===== src/rtl/crt_defs.vh =====
// Default 640x480 raster timing constants and sync polarity codes, shared by the
// timing generator, the renderer and the bench.
`ifndef CRT_DEFS_VH
`define CRT_DEFS_VH

`define SYNC_ACTIVE_LOW   1'b0
`define SYNC_ACTIVE_HIGH  1'b1

`define CRT_H_ACTIVE      640
`define CRT_H_FP          16
`define CRT_H_SYNC        96
`define CRT_H_BP          48

`define CRT_V_ACTIVE      480
`define CRT_V_FP          10
`define CRT_V_SYNC        2
`define CRT_V_BP          33

`endif


===== src/rtl/crt_timing_gen_pkg.sv =====
// Shared types, default geometry and helpers for the CRT raster timing generator.
package crt_timing_gen_pkg;
`include "crt_defs.vh"

  typedef enum logic {
    SYNC_POL_LOW  = `SYNC_ACTIVE_LOW,
    SYNC_POL_HIGH = `SYNC_ACTIVE_HIGH
  } sync_pol_e;

  localparam int DEF_H_FP     = `CRT_H_FP;
  localparam int DEF_H_SYNC   = `CRT_H_SYNC;
  localparam int DEF_H_BP     = `CRT_H_BP;
  localparam int DEF_V_FP     = `CRT_V_FP;
  localparam int DEF_V_SYNC   = `CRT_V_SYNC;
  localparam int DEF_V_BP     = `CRT_V_BP;
  localparam bit DEF_SYNC_POL = SYNC_POL_LOW;

  // Drive the pin level for a sync region given the configured polarity.
  function automatic logic sync_level(input logic active, input logic pol);
    return active ? pol : ~pol;
  endfunction

endpackage


===== src/rtl/crt_axis_counter.sv =====
// One raster axis (horizontal or vertical): position counter with active/porch/sync
// region decode. Wraps after active+fp+sync+bp advances.
module crt_axis_counter
  import crt_timing_gen_pkg::*;
#(
  parameter int CW = 12
) (
  input  logic          clock,
  input  logic          reset,
  input  logic          advance,
  input  logic [CW-1:0] active,
  input  logic [CW-1:0] fp,
  input  logic [CW-1:0] sync,
  input  logic [CW-1:0] bp,
  output logic [CW-1:0] count,
  output logic          wrap,
  output logic          in_active,
  output logic          in_sync
);

  logic [CW-1:0] sync_lo;
  logic [CW-1:0] sync_hi;
  logic [CW-1:0] total_m1;

  assign sync_lo   = active + fp;
  assign sync_hi   = sync_lo + sync;
  assign total_m1  = sync_hi + bp - CW'(1);

  assign wrap      = advance && (count == total_m1);
  assign in_active = count < active;
  assign in_sync   = (count >= sync_lo) && (count < sync_hi);

  always_ff @(posedge clock) begin
    if (!reset) begin
      count <= '0;
    end else if (wrap) begin
      count <= '0;
    end else if (advance) begin
      count <= count + CW'(1);
    end
  end

endmodule


===== src/rtl/crt_timing_gen.sv =====
// Parametrised CRT/VGA raster timing generator with frame-boundary shadowed geometry
// and pixel-clock divider. Optional frame counter: define CRT_FRAME_COUNT_EN.
module crt_timing_gen
  import crt_timing_gen_pkg::*;
#(
  parameter int W        = 10,
  parameter int H_FP     = DEF_H_FP,
  parameter int H_SYNC   = DEF_H_SYNC,
  parameter int H_BP     = DEF_H_BP,
  parameter int V_FP     = DEF_V_FP,
  parameter int V_SYNC   = DEF_V_SYNC,
  parameter int V_BP     = DEF_V_BP,
  parameter bit SYNC_POL = DEF_SYNC_POL,
  parameter int DIV_W    = 4
`ifdef CRT_FRAME_COUNT_EN
  ,
  parameter int FC_W     = 8
`endif
) (
  input  logic             clock,
  input  logic             reset,
  input  logic [W-1:0]     xres,
  input  logic [W-1:0]     yres,
  input  logic [DIV_W-1:0] clk_div,
  output logic             pixel_ce,
  output logic             hsync,
  output logic             vsync,
  output logic             de,
  output logic [W-1:0]     xposition,
  output logic [W-1:0]     yposition,
  output logic             line_start,
  output logic             frame_start
`ifdef CRT_FRAME_COUNT_EN
  ,
  output logic [FC_W-1:0]  frame_count
`endif
);

  localparam int CW = W + 2;

  function automatic logic [W-1:0] clamp_min1(input logic [W-1:0] v);
    return (v == '0) ? W'(1) : v;
  endfunction

  logic [W-1:0]     xres_s;
  logic [W-1:0]     yres_s;
  logic [DIV_W-1:0] div_s;
  logic [CW-1:0]    div_cnt;
  logic [CW-1:0]    div_last;
  logic [CW-1:0]    hcnt;
  logic [CW-1:0]    vcnt;
  logic             pce_raw;
  logic             hwrap;
  logic             vwrap;
  logic             h_act;
  logic             v_act;
  logic             h_sync_act;
  logic             v_sync_act;
  logic             in_reset_p1;

  // Divide-by 0 and 1 both collapse to a pixel every system clock.
  assign div_last = CW'(div_s) - CW'(1);
  assign pce_raw  = (div_s <= DIV_W'(1)) || (div_cnt == div_last);
  assign pixel_ce = pce_raw && reset;

  crt_axis_counter #(.CW(CW)) u_hcnt (
    .clock     (clock),
    .reset     (reset),
    .advance   (pixel_ce),
    .active    (CW'(xres_s)),
    .fp        (CW'(H_FP)),
    .sync      (CW'(H_SYNC)),
    .bp        (CW'(H_BP)),
    .count     (hcnt),
    .wrap      (hwrap),
    .in_active (h_act),
    .in_sync   (h_sync_act)
  );

  crt_axis_counter #(.CW(CW)) u_vcnt (
    .clock     (clock),
    .reset     (reset),
    .advance   (hwrap),
    .active    (CW'(yres_s)),
    .fp        (CW'(V_FP)),
    .sync      (CW'(V_SYNC)),
    .bp        (CW'(V_BP)),
    .count     (vcnt),
    .wrap      (vwrap),
    .in_active (v_act),
    .in_sync   (v_sync_act)
  );

  // Counter bits above W can only be set in blanking, where position reads as zero.
  assign de        = h_act && v_act && ~|hcnt[CW-1:W] && ~|vcnt[CW-1:W];
  assign xposition = de ? hcnt[W-1:0] : '0;
  assign yposition = de ? vcnt[W-1:0] : '0;
  assign hsync     = sync_level(h_sync_act, SYNC_POL);
  assign vsync     = sync_level(v_sync_act, SYNC_POL);

  // Stage p1: divider, frame-boundary shadow load and registered strobes.
  always_ff @(posedge clock) begin
    if (!reset) begin
      div_cnt     <= '0;
      xres_s      <= clamp_min1(xres);
      yres_s      <= clamp_min1(yres);
      div_s       <= clk_div;
      line_start  <= 1'b0;
      frame_start <= 1'b0;
      in_reset_p1 <= 1'b1;
    end else begin
      div_cnt <= pixel_ce ? '0 : div_cnt + CW'(1);
      if (vwrap) begin
        xres_s <= clamp_min1(xres);
        yres_s <= clamp_min1(yres);
        div_s  <= clk_div;
      end
      line_start  <= hwrap || in_reset_p1;
      frame_start <= vwrap || in_reset_p1;
      in_reset_p1 <= 1'b0;
    end
  end

`ifdef CRT_FRAME_COUNT_EN
  // The post-reset frame_start strobe is not a wrap, so it leaves the count at zero.
  always_ff @(posedge clock) begin
    if (!reset) begin
      frame_count <= '0;
    end else if (vwrap) begin
      frame_count <= frame_count + FC_W'(1);
    end
  end
`endif

endmodule


===== config.mk =====
export PLATFORM = sky130hd
export DESIGN_NAME = crt_timing_gen
export DESIGN_NICKNAME = d
export VERILOG_FILES = /design/src/rtl/crt_timing_gen_pkg.sv /design/src/rtl/crt_axis_counter.sv /design/src/rtl/crt_timing_gen.sv
export VERILOG_INCLUDE_DIRS = /design/src /design/src/rtl
export SDC_FILE = /design/constraint.sdc
export NUM_CORES = 1
export LEC_CHECK = 0
export BUFFER_PORTS_ARGS = -buffer_cell sky130_fd_sc_hd__buf_2
export CELL_PAD_IN_SITES_DETAIL_PLACEMENT = 1
export CELL_PAD_IN_SITES_GLOBAL_PLACEMENT = 2
export CORE_MARGIN = 3
export CORE_UTILIZATION = 38
export DETAILED_ROUTE_END_ITERATION = 12
export PLACE_DENSITY = 0.87
export SLEW_MARGIN = 40
export SYNTH_ARGS = -nofsm -noshare
export SYNTH_HDL_FRONTEND = slang
export SYNTH_SLANG_ARGS = --single-unit

===== constraint.sdc =====
create_clock -name clock -period 4.7 [get_ports clock]
set_input_delay 0.94 -clock clock [delete_from_list [all_inputs] [get_ports clock]]
set_output_delay 0.94 -clock clock [all_outputs]
set_load 0.01 [all_outputs]

==> results of run 1 <==
-- layout by cell type, fill, tap and decap left out, types with 8 or more instances in the layout --
cell type / instances
sky130_fd_sc_hd__ha_1: 65
sky130_fd_sc_hd__buf_2: 51
sky130_fd_sc_hd__nor2_1: 46
sky130_fd_sc_hd__inv_1: 42
sky130_fd_sc_hd__xnor2_1: 40
sky130_fd_sc_hd__dfxtp_1: 39
sky130_fd_sc_hd__edfxtp_1: 24
sky130_fd_sc_hd__nand2_1: 22
sky130_fd_sc_hd__xor2_1: 21
sky130_fd_sc_hd__a21oi_1: 20
sky130_fd_sc_hd__nand3_1: 17
sky130_fd_sc_hd__nor3_1: 16
sky130_fd_sc_hd__o21a_1: 16
sky130_fd_sc_hd__o21ai_0: 15
sky130_fd_sc_hd__nor4_1: 14
sky130_fd_sc_hd__nor4b_1: 14
sky130_fd_sc_hd__buf_4: 14
sky130_fd_sc_hd__nor2b_1: 11
sky130_fd_sc_hd__nand4_1: 10
sky130_fd_sc_hd__clkbuf_16: 9
sky130_fd_sc_hd__and3_1: 8
-- worst paths after layout --
| kind | start | endpoint | slack [ns] |
|---|---|---|---|
| worst max-delay path | xres_s[4]$_SDFFCE_PN0P_ | hsync | 0.27 |
| worst max register to register | xres_s[4]$_SDFFCE_PN0P_ | yres_s[6]$_SDFFCE_PN0P_ | 0.40 |
| worst min-delay path | in_reset_p1$_DFF_P_ | frame_start$_SDFF_PN0_ | 0.47 |
| worst min register to register | in_reset_p1$_DFF_P_ | frame_start$_SDFF_PN0_ | 0.47 |
-- final cells by class --
type                            count  area, um^2
Sequential cell                    63        1501
Clock buffer                       12       246.5
Fill cell                        1604        7626
Timing Repair Buffer               66       380.4
Inverter                           45       171.4
Clock inverter                      4       46.29
Multi-Input combinational cell    466        3737
Tap cell                          180       225.2
-- per-stage QoR --
step,worst slack [ns],cells,utilization [%]
CTS,0.01851,828,44.37
global placement,0.4501,811,41.92
finish,0.2723,836,45.27
global route,-0.01543,836,45.27
detailed placement,0.2585,811,42.00
floorplan,0.8050,612,-
-- what timing repair did --
item,4_1_cts,5_1_grt
hold buffers,0,0
setup endpoints to repair,2,28
cloned,0,0
pin swaps,0,1
buffers inserted,1,8
hold endpoints to repair,0,0
resized for setup,5,12
-- per-layer routing --
metal	vias up	track usage [%]	routed length, um
li1	2296	-	-
met3	10	3.096	542
met1	2274	24.85	6917
met5	-	0	0
met2	72	32.66	7357
met4	0	5.615	136
-- worst max-delay path, cell delays in order, from the launching register on --
cell                        delay, ns
sky130_fd_sc_hd__edfxtp_1        0.49
sky130_fd_sc_hd__inv_1           0.13
sky130_fd_sc_hd__ha_2            0.43
sky130_fd_sc_hd__nand2b_1        0.08
sky130_fd_sc_hd__a21oi_1         0.38
sky130_fd_sc_hd__o41ai_2         0.16
sky130_fd_sc_hd__a31o_4          0.25
sky130_fd_sc_hd__inv_4           0.08
sky130_fd_sc_hd__ha_1            0.25
sky130_fd_sc_hd__a2111oi_2       0.40
sky130_fd_sc_hd__a21oi_1         0.12
sky130_fd_sc_hd__a211o_1         0.23
sky130_fd_sc_hd__buf_2           0.14
-- cell families after synthesis --
group,after synthesis,synth area share [%]
compound gates,115,15.73
xor+xnor,70,12.61
fa+ha+maj,68,15.62
buf+inv,83,5.926
flops,63,27.56
mux,4,0.7350
other cells,1,0.06884
simple gates,207,21.75
-- sequential cells by signal, summed over array words and instances, names as in the netlist --
name and flops:
div_cnt 12, u_hcnt.count 12, u_vcnt.count 12, xres_s 10, yres_s 10, div_s 4, frame_start 1, in_reset_p1 1
line_start 1
-- report_power, final --
| part | total (mW) | switching [mW] | internal (mW) |
|---|---|---|---|
| registers | 0.626 | 0.0334 | 0.593 |
| logic | 0.400 | 0.223 | 0.177 |
| clock network | 0.663 | 0.241 | 0.422 |
==> run_results.csv, run 1 <==
group,metric,value,unit
routing,post_drt_wl_per_cell,17.89,um
logic_synthesis,synth.yosys.seq_area_share,27.56,%
job,timing.max_cap.violations,0,
place,gp_congestion,0.8427,
worst_setup_path,crit_required,3.76,ns
final_layout,layout-area-overhead-vs-synth,15.80,%
place,post_dp_cell_area,5853,um^2
logic_synthesis,synthTopCellsByArea,"sky130_fd_sc_hd__ha_1 (16%), sky130_fd_sc_hd__dfxtp_1 (14%), sky130_fd_sc_hd__edfxtp_1 (13%)",
global_routing,grt_first_pass_wirelength,24830,um
timing,slew-limit-headroom,54.43,%
routing,detail_route.first_pass.iterations,4,
logic_synthesis,yosysWarnings,0,
worst_setup_path,timing.reg2reg.worst_path_depth,11,
logic_synthesis,synth_top_cell_by_area,"sky130_fd_sc_hd__ha_1",
timing,finalCriticalPeriod,4.428,ns
logic_synthesis,synthMostInstantiatedCell,"sky130_fd_sc_hd__ha_1",
logic_synthesis,post_synth_most_frequent_cells,"sky130_fd_sc_hd__ha_1 (68), sky130_fd_sc_hd__nor2_1 (46), sky130_fd_sc_hd__xnor2_1 (43)",
timing,hold_viol_final,0,
logic_synthesis,ys_ff_latch,63,
worst_setup_path,timing.critical_path.to_type,"primary output",
logic_synthesis,synth_enable_flop_cells,24,
worst_setup_path,crit_fanout,8,
final_layout,final_area,6309,um^2
floorplanning,rows,43,
timing,worst_hold_slack,0.4651,ns
status,status,"finished, final reports clean",
floorplanning,initial_core_utilization,39.09,%
place,place.port_buffers,51,
floorplanning,die_h,125.7,um
logic_synthesis,synth_area,5448,um^2
global_routing,initial_antenna_violation_count,0,
place,hpwlAfterDp,11300,um
power_and_ir_drop,power_density,267.8,nW/um^2
clock_tree,worstSkewPairLatency,0.33,ns
floorplanning,coreArea,13930,um^2
global_routing,first_global_vias,4894,
final_layout,finish.net_count,745,
clock_tree,root_buffer,"sky130_fd_sc_hd__clkbuf_16",
global_routing,track_usage,19.07,%
power_and_ir_drop,ir_worst_vdd,0.0001476,V
clock_tree,cts_inserted_buffers,9,
logic_synthesis,yosys.area.top_type_share,15.62,%
clock_tree,clkSinkCount,63,
logic_synthesis,syn_inst,611,
worst_setup_path,critical_path_arrival,3.49,ns
routing,drt.antenna.violating_nets,0,
final_layout,num_antenna_cells,0,
routing,route.detailed.vias_per_inst,5.565,
timing,maxClockFrequency,225.9,MHz
routing,route.vias.total,4652,
logic_synthesis,yosys_most_used_dff,"sky130_fd_sc_hd__dfxtp_1",
clock_tree,cts_tree,"built",
logic_synthesis,syn_avg_cell_area,8.916,um^2
floorplanning,floorplan.die_area,15810,um^2
clock_tree,clk_transition_reported_paths,0.05,ns
routing,drc,0,
min_path,hold_path.class,"reg2reg",
clock_tree,htree_num_levels,3,
power_and_ir_drop,post-layout-total-power,1.689,mW
timing,min_period_over_period,94.21,%
logic_synthesis,ys_async_sr_fraction,0,%
clock_tree,max-clock-path-buffers,2,
routing,routed_wirelength,14950,um
global_routing,globalRouteOverflowTotal,0,
final_layout,drive_above_1_share,18.29,%
worst_setup_path,critical_path_start_end_classification,"reg2out",
power_and_ir_drop,total_leakage_power,2.716,nW
timing,totalNegativeSetupSlack,0,ns
min_path,whs_path_depth,2,
routing,drt_iter0_markers,199,
floorplanning,io_pins,52,
timing,final-setup-viol-count,0,
worst_setup_path,launching_element_type_of_the_critical_path,"flip-flop",
timing,finClkSkew,0.01359,ns
floorplanning,die_span_in_x,125.7,um
global_routing,grt_max_degree,27,
logic_synthesis,unique_masters_post_synth,73,
timing,slew_viol_final,0,
timing,worst_slew_pin_slew,0.6787,ns
Note: power is estimated with default switching activity, not from simulation.
==> inputs of run 2 (changes only) <==
ABC_AREA = 1   (was not set)
CORE_UTILIZATION = 34   (was 38)
PLACE_DENSITY = 0.86   (was 0.87)
==> run_results.csv, run 2 <==
group,metric,value,unit
final_layout,layout-area-overhead-vs-synth,12.63,%
min_path,hold_end,"line_start$_SDFF_PN0_",
logic_synthesis,synth_enable_flop_cells,24,
worst_setup_path,slowest_stage,"sky130_fd_sc_hd__edfxtp_1",
logic_synthesis,ys_ff_latch,63,
clock_tree,post_cts_setup_buffer_count,0,
power_and_ir_drop,sw_frac_of_total,32.17,%
routing,post_drt_wl_per_cell,14.46,um
timing,worst_slew_pin_slew,0.7811,ns
floorplanning,rows,46,
logic_synthesis,post_synth_most_frequent_cells,"sky130_fd_sc_hd__nand2_1 (196), sky130_fd_sc_hd__inv_1 (104), sky130_fd_sc_hd__nor2_1 (89)",
worst_setup_path,crit_required,3.76,ns
routing,route.vias.total,5178,
clock_tree,htree_num_levels,3,
worst_setup_path,critical_path_arrival,3.41,ns
power_and_ir_drop,power_density,264.3,nW/um^2
routing,drt.antenna.violating_nets,0,
global_routing,globalRouteOverflowTotal,0,
logic_synthesis,synth_area,5577,um^2
routing,detail_route.first_pass.iterations,4,
worst_setup_path,timing.critical_path.mode_cell,"sky130_fd_sc_hd__ha_1",
routing,drt_iter0_markers,179,
floorplanning,die_span_in_x,134.1,um
clock_tree,root_buffer,"sky130_fd_sc_hd__clkbuf_16",
timing,finClkSkew,0.008955,ns
clock_tree,clkSinkCount,63,
floorplanning,io_pins,52,
worst_setup_path,timing.critical_path.to_type,"primary output",
clock_tree,cts_inserted_buffers,9,
clock_tree,post_cts.resized_instances,0,
timing,finalCriticalPeriod,4.349,ns
worst_setup_path,timing.critical_path.from,"xres_s[4]$_SDFFCE_PN0P_",
logic_synthesis,synthTopCellsByArea,"sky130_fd_sc_hd__ha_1 (15%), sky130_fd_sc_hd__dfxtp_1 (14%), sky130_fd_sc_hd__nand2_1 (13%)",
timing,slew-limit-headroom,47.45,%
power_and_ir_drop,ir_worst_vdd,0.0001661,V
power_and_ir_drop,post-layout-total-power,1.660,mW
global_routing,initial_antenna_violation_count,0,
worst_setup_path,crit_fanout,11,
power_and_ir_drop,total_leakage_power,3.000,nW
floorplanning,coreArea,15940,um^2
timing,min_period_over_period,92.52,%
timing,totalNegativeSetupSlack,0,ns
logic_synthesis,ys_async_sr_fraction,0,%
final_layout,layout_top_registers,"div_cnt x12, u_hcnt.count x12, u_vcnt.count x12",
clock_tree,cts_tree,"built",
clock_tree,worstSkewPairLatency,0.34,ns
timing,grt_setup_unrepaired,"no",
floorplanning,floorplan.die_area,17970,um^2
status,status,"finished, final reports clean",
logic_synthesis,synthMostInstantiatedCell,"sky130_fd_sc_hd__nand2_1",
power_and_ir_drop,combPwrFrac,22.3,%
logic_synthesis,synth.yosys.seq_area_share,26.92,%
final_layout,commonest_non_fill_non_tap_cell_in_the_layout,"sky130_fd_sc_hd__nand2_1",
timing,final-setup-viol-count,0,
min_path,whs_path_depth,2,
global_routing,grt_first_pass_wirelength,26250,um
final_layout,finish.net_count,945,
routing,route.detailed.vias_per_inst,4.830,
min_path,hp-start,"in_reset_p1$_DFF_P_",
final_layout,layout_common_cells,"sky130_fd_sc_hd__nand2_1 (196), sky130_fd_sc_hd__inv_1 (104), sky130_fd_sc_hd__nor2_1 (89)",
worst_setup_path,critical_path_start_end_classification,"reg2out",
timing,slew_viol_final,0,
global_routing,first_global_vias,5163,
timing,maxClockFrequency,230.0,MHz
global_routing,grt_max_degree,37,
min_path,hold_path.class,"reg2reg",
final_layout,num_antenna_cells,0,
power_and_ir_drop,p_sw,0.5340,mW
worst_setup_path,regToRegStartpoint,"xres_s[4]$_SDFFCE_PN0P_",
logic_synthesis,yosysWarnings,0,
worst_setup_path,worst_r2r_endpoint,"yres_s[9]$_SDFFCE_PN0P_",
logic_synthesis,syn_avg_cell_area,6.859,um^2
worst_setup_path,timing.reg2reg.setup_slack,0.86,ns
worst_setup_path,worst_path_largest_cell_delay,0.60,ns
place,gp_congestion,0.8243,
routing,routed_wirelength,15500,um
global_routing,track_usage,18.05,%
logic_synthesis,yosys_most_used_dff,"sky130_fd_sc_hd__dfxtp_1",
place,place.port_buffers,51,
floorplanning,initial_core_utilization,34.98,%
worst_setup_path,cp_cell_sequence,"inv_1, ha_1, ha_1, inv_1, nand3_4, o21ai_0, nand2_1, ha_1, nand2_1, nor2_1, nand4_1, o2111ai_1, buf_2",
job,timing.max_cap.violations,0,
timing,hold_viol_final,0,
power_and_ir_drop,pint,1.126,mW
power_and_ir_drop,proportion_of_power_drawn_by_the_clock_network,40.7,%
routing,drc,0,
place,hpwlAfterDp,12590,um
power_and_ir_drop,seqPwrFrac,37.0,%
logic_synthesis,yosys.area.top_type_share,15.26,%
worst_setup_path,launching_element_type_of_the_critical_path,"flip-flop",
clock_tree,max-clock-path-buffers,2,
final_layout,drive_above_1_share,14.14,%
logic_synthesis,syn_inst,813,
clock_tree,ctsHoldBuffers,0,
floorplanning,die_h,134.1,um
logic_synthesis,synth_top_cell_by_area,"sky130_fd_sc_hd__ha_1",
logic_synthesis,unique_masters_post_synth,42,
clock_tree,clk_transition_reported_paths,0.06,ns
worst_setup_path,timing.reg2reg.worst_path_depth,18,
[run 2: changes by cell type in the layout (fill, tap and decap cells not counted), sizes merged, moves of 9 or more]
cell,delta
a21oi,+15
buf,-15
inv,+66
nand2,+192
nand3,+47
nand4,+10
nor2,+60
nor2b,-11
nor4b,-14
o21a,-13
or4,-9
xnor2,-37
[run 2: per-layer routing]
layer  vias up  wire length (um)  GRT usage [%]
met2        67              6758          28.02
met5         -                 0              0
met4         0               138          4.581
li1       2720                 -              -
met1      2383              8032          26.41
met3         8               573          2.588
[run 2: kinds of logic (layout without fill, tap and decap cells)]
group           after synthesis  after routing  synth area share (%)
compound gates               80             80                 8.055
xor+xnor                     25             25                 3.926
fa+ha+maj                    68             68                 15.26
flops                        63             63                 26.92
buf+inv                     134            176                 9.401
other cells                   1              2               0.06725
simple gates                442            442                 36.37
[run 2: power by group through the flow]
stage	registers [mW]	clock network [mW]	logic (mW)
2_1_floorplan	0.619	0	0.284
5_1_grt	0.618	0.710	0.429
3_3_place_gp	0.626	0	0.362
3_5_place_dp	0.627	0	0.370
6_report	0.614	0.676	0.370
4_1_cts	0.615	0.691	0.374
[run 2: worst max path at each step]
stage,to,slack (ns),cells after the start
finish,hsync,0.35,13
global route,hsync,0.07,13
CTS,hsync,0.35,13
detailed placement,hsync,0.72,13
global placement,hsync,0.73,13
floorplan,hsync,1.32,13
[run 2: worst max-delay path: cells and delay by family (launching register included)]
family                   cells  cell delay, ns
AO/OA/AOI/OAI                2            0.42
adder cells (fa/ha/maj)      3            0.99
buffers and inverters        3            0.47
flip-flops                   1            0.60
AND/OR/NAND/NOR              5            0.57
[run 2: final cells by class]
class | instances | area (um^2)
Sequential cell | 63 | 1501
Tap cell | 216 | 270.3
Inverter | 109 | 409.1
Timing Repair Buffer | 51 | 255.2
Clock inverter | 6 | 60.06
Fill cell | 2079 | 9662
Clock buffer | 10 | 229.0
Multi-Input combinational cell | 617 | 3556
[run 2: stage by stage]
| stage | instance area [um^2] | hold slack [ns] | worst slack [ns] | utilization, % | cells |
|---|---|---|---|---|---|
| 2_1_floorplan | 5580 | 0.4335 | 1.317 | - | 814 |
| 3_3_place_gp | 5991 | 0.4563 | 0.7317 | 37.58 | 1056 |
| 3_5_place_dp | 5992 | 0.4548 | 0.7206 | 37.58 | 1056 |
| 4_1_cts | 6281 | 0.4660 | 0.3544 | 39.40 | 1072 |
| 5_1_grt | 6281 | 0.5005 | 0.06545 | 39.40 | 1072 |
| 6_report | 6281 | 0.4625 | 0.3513 | 39.40 | 1072 |
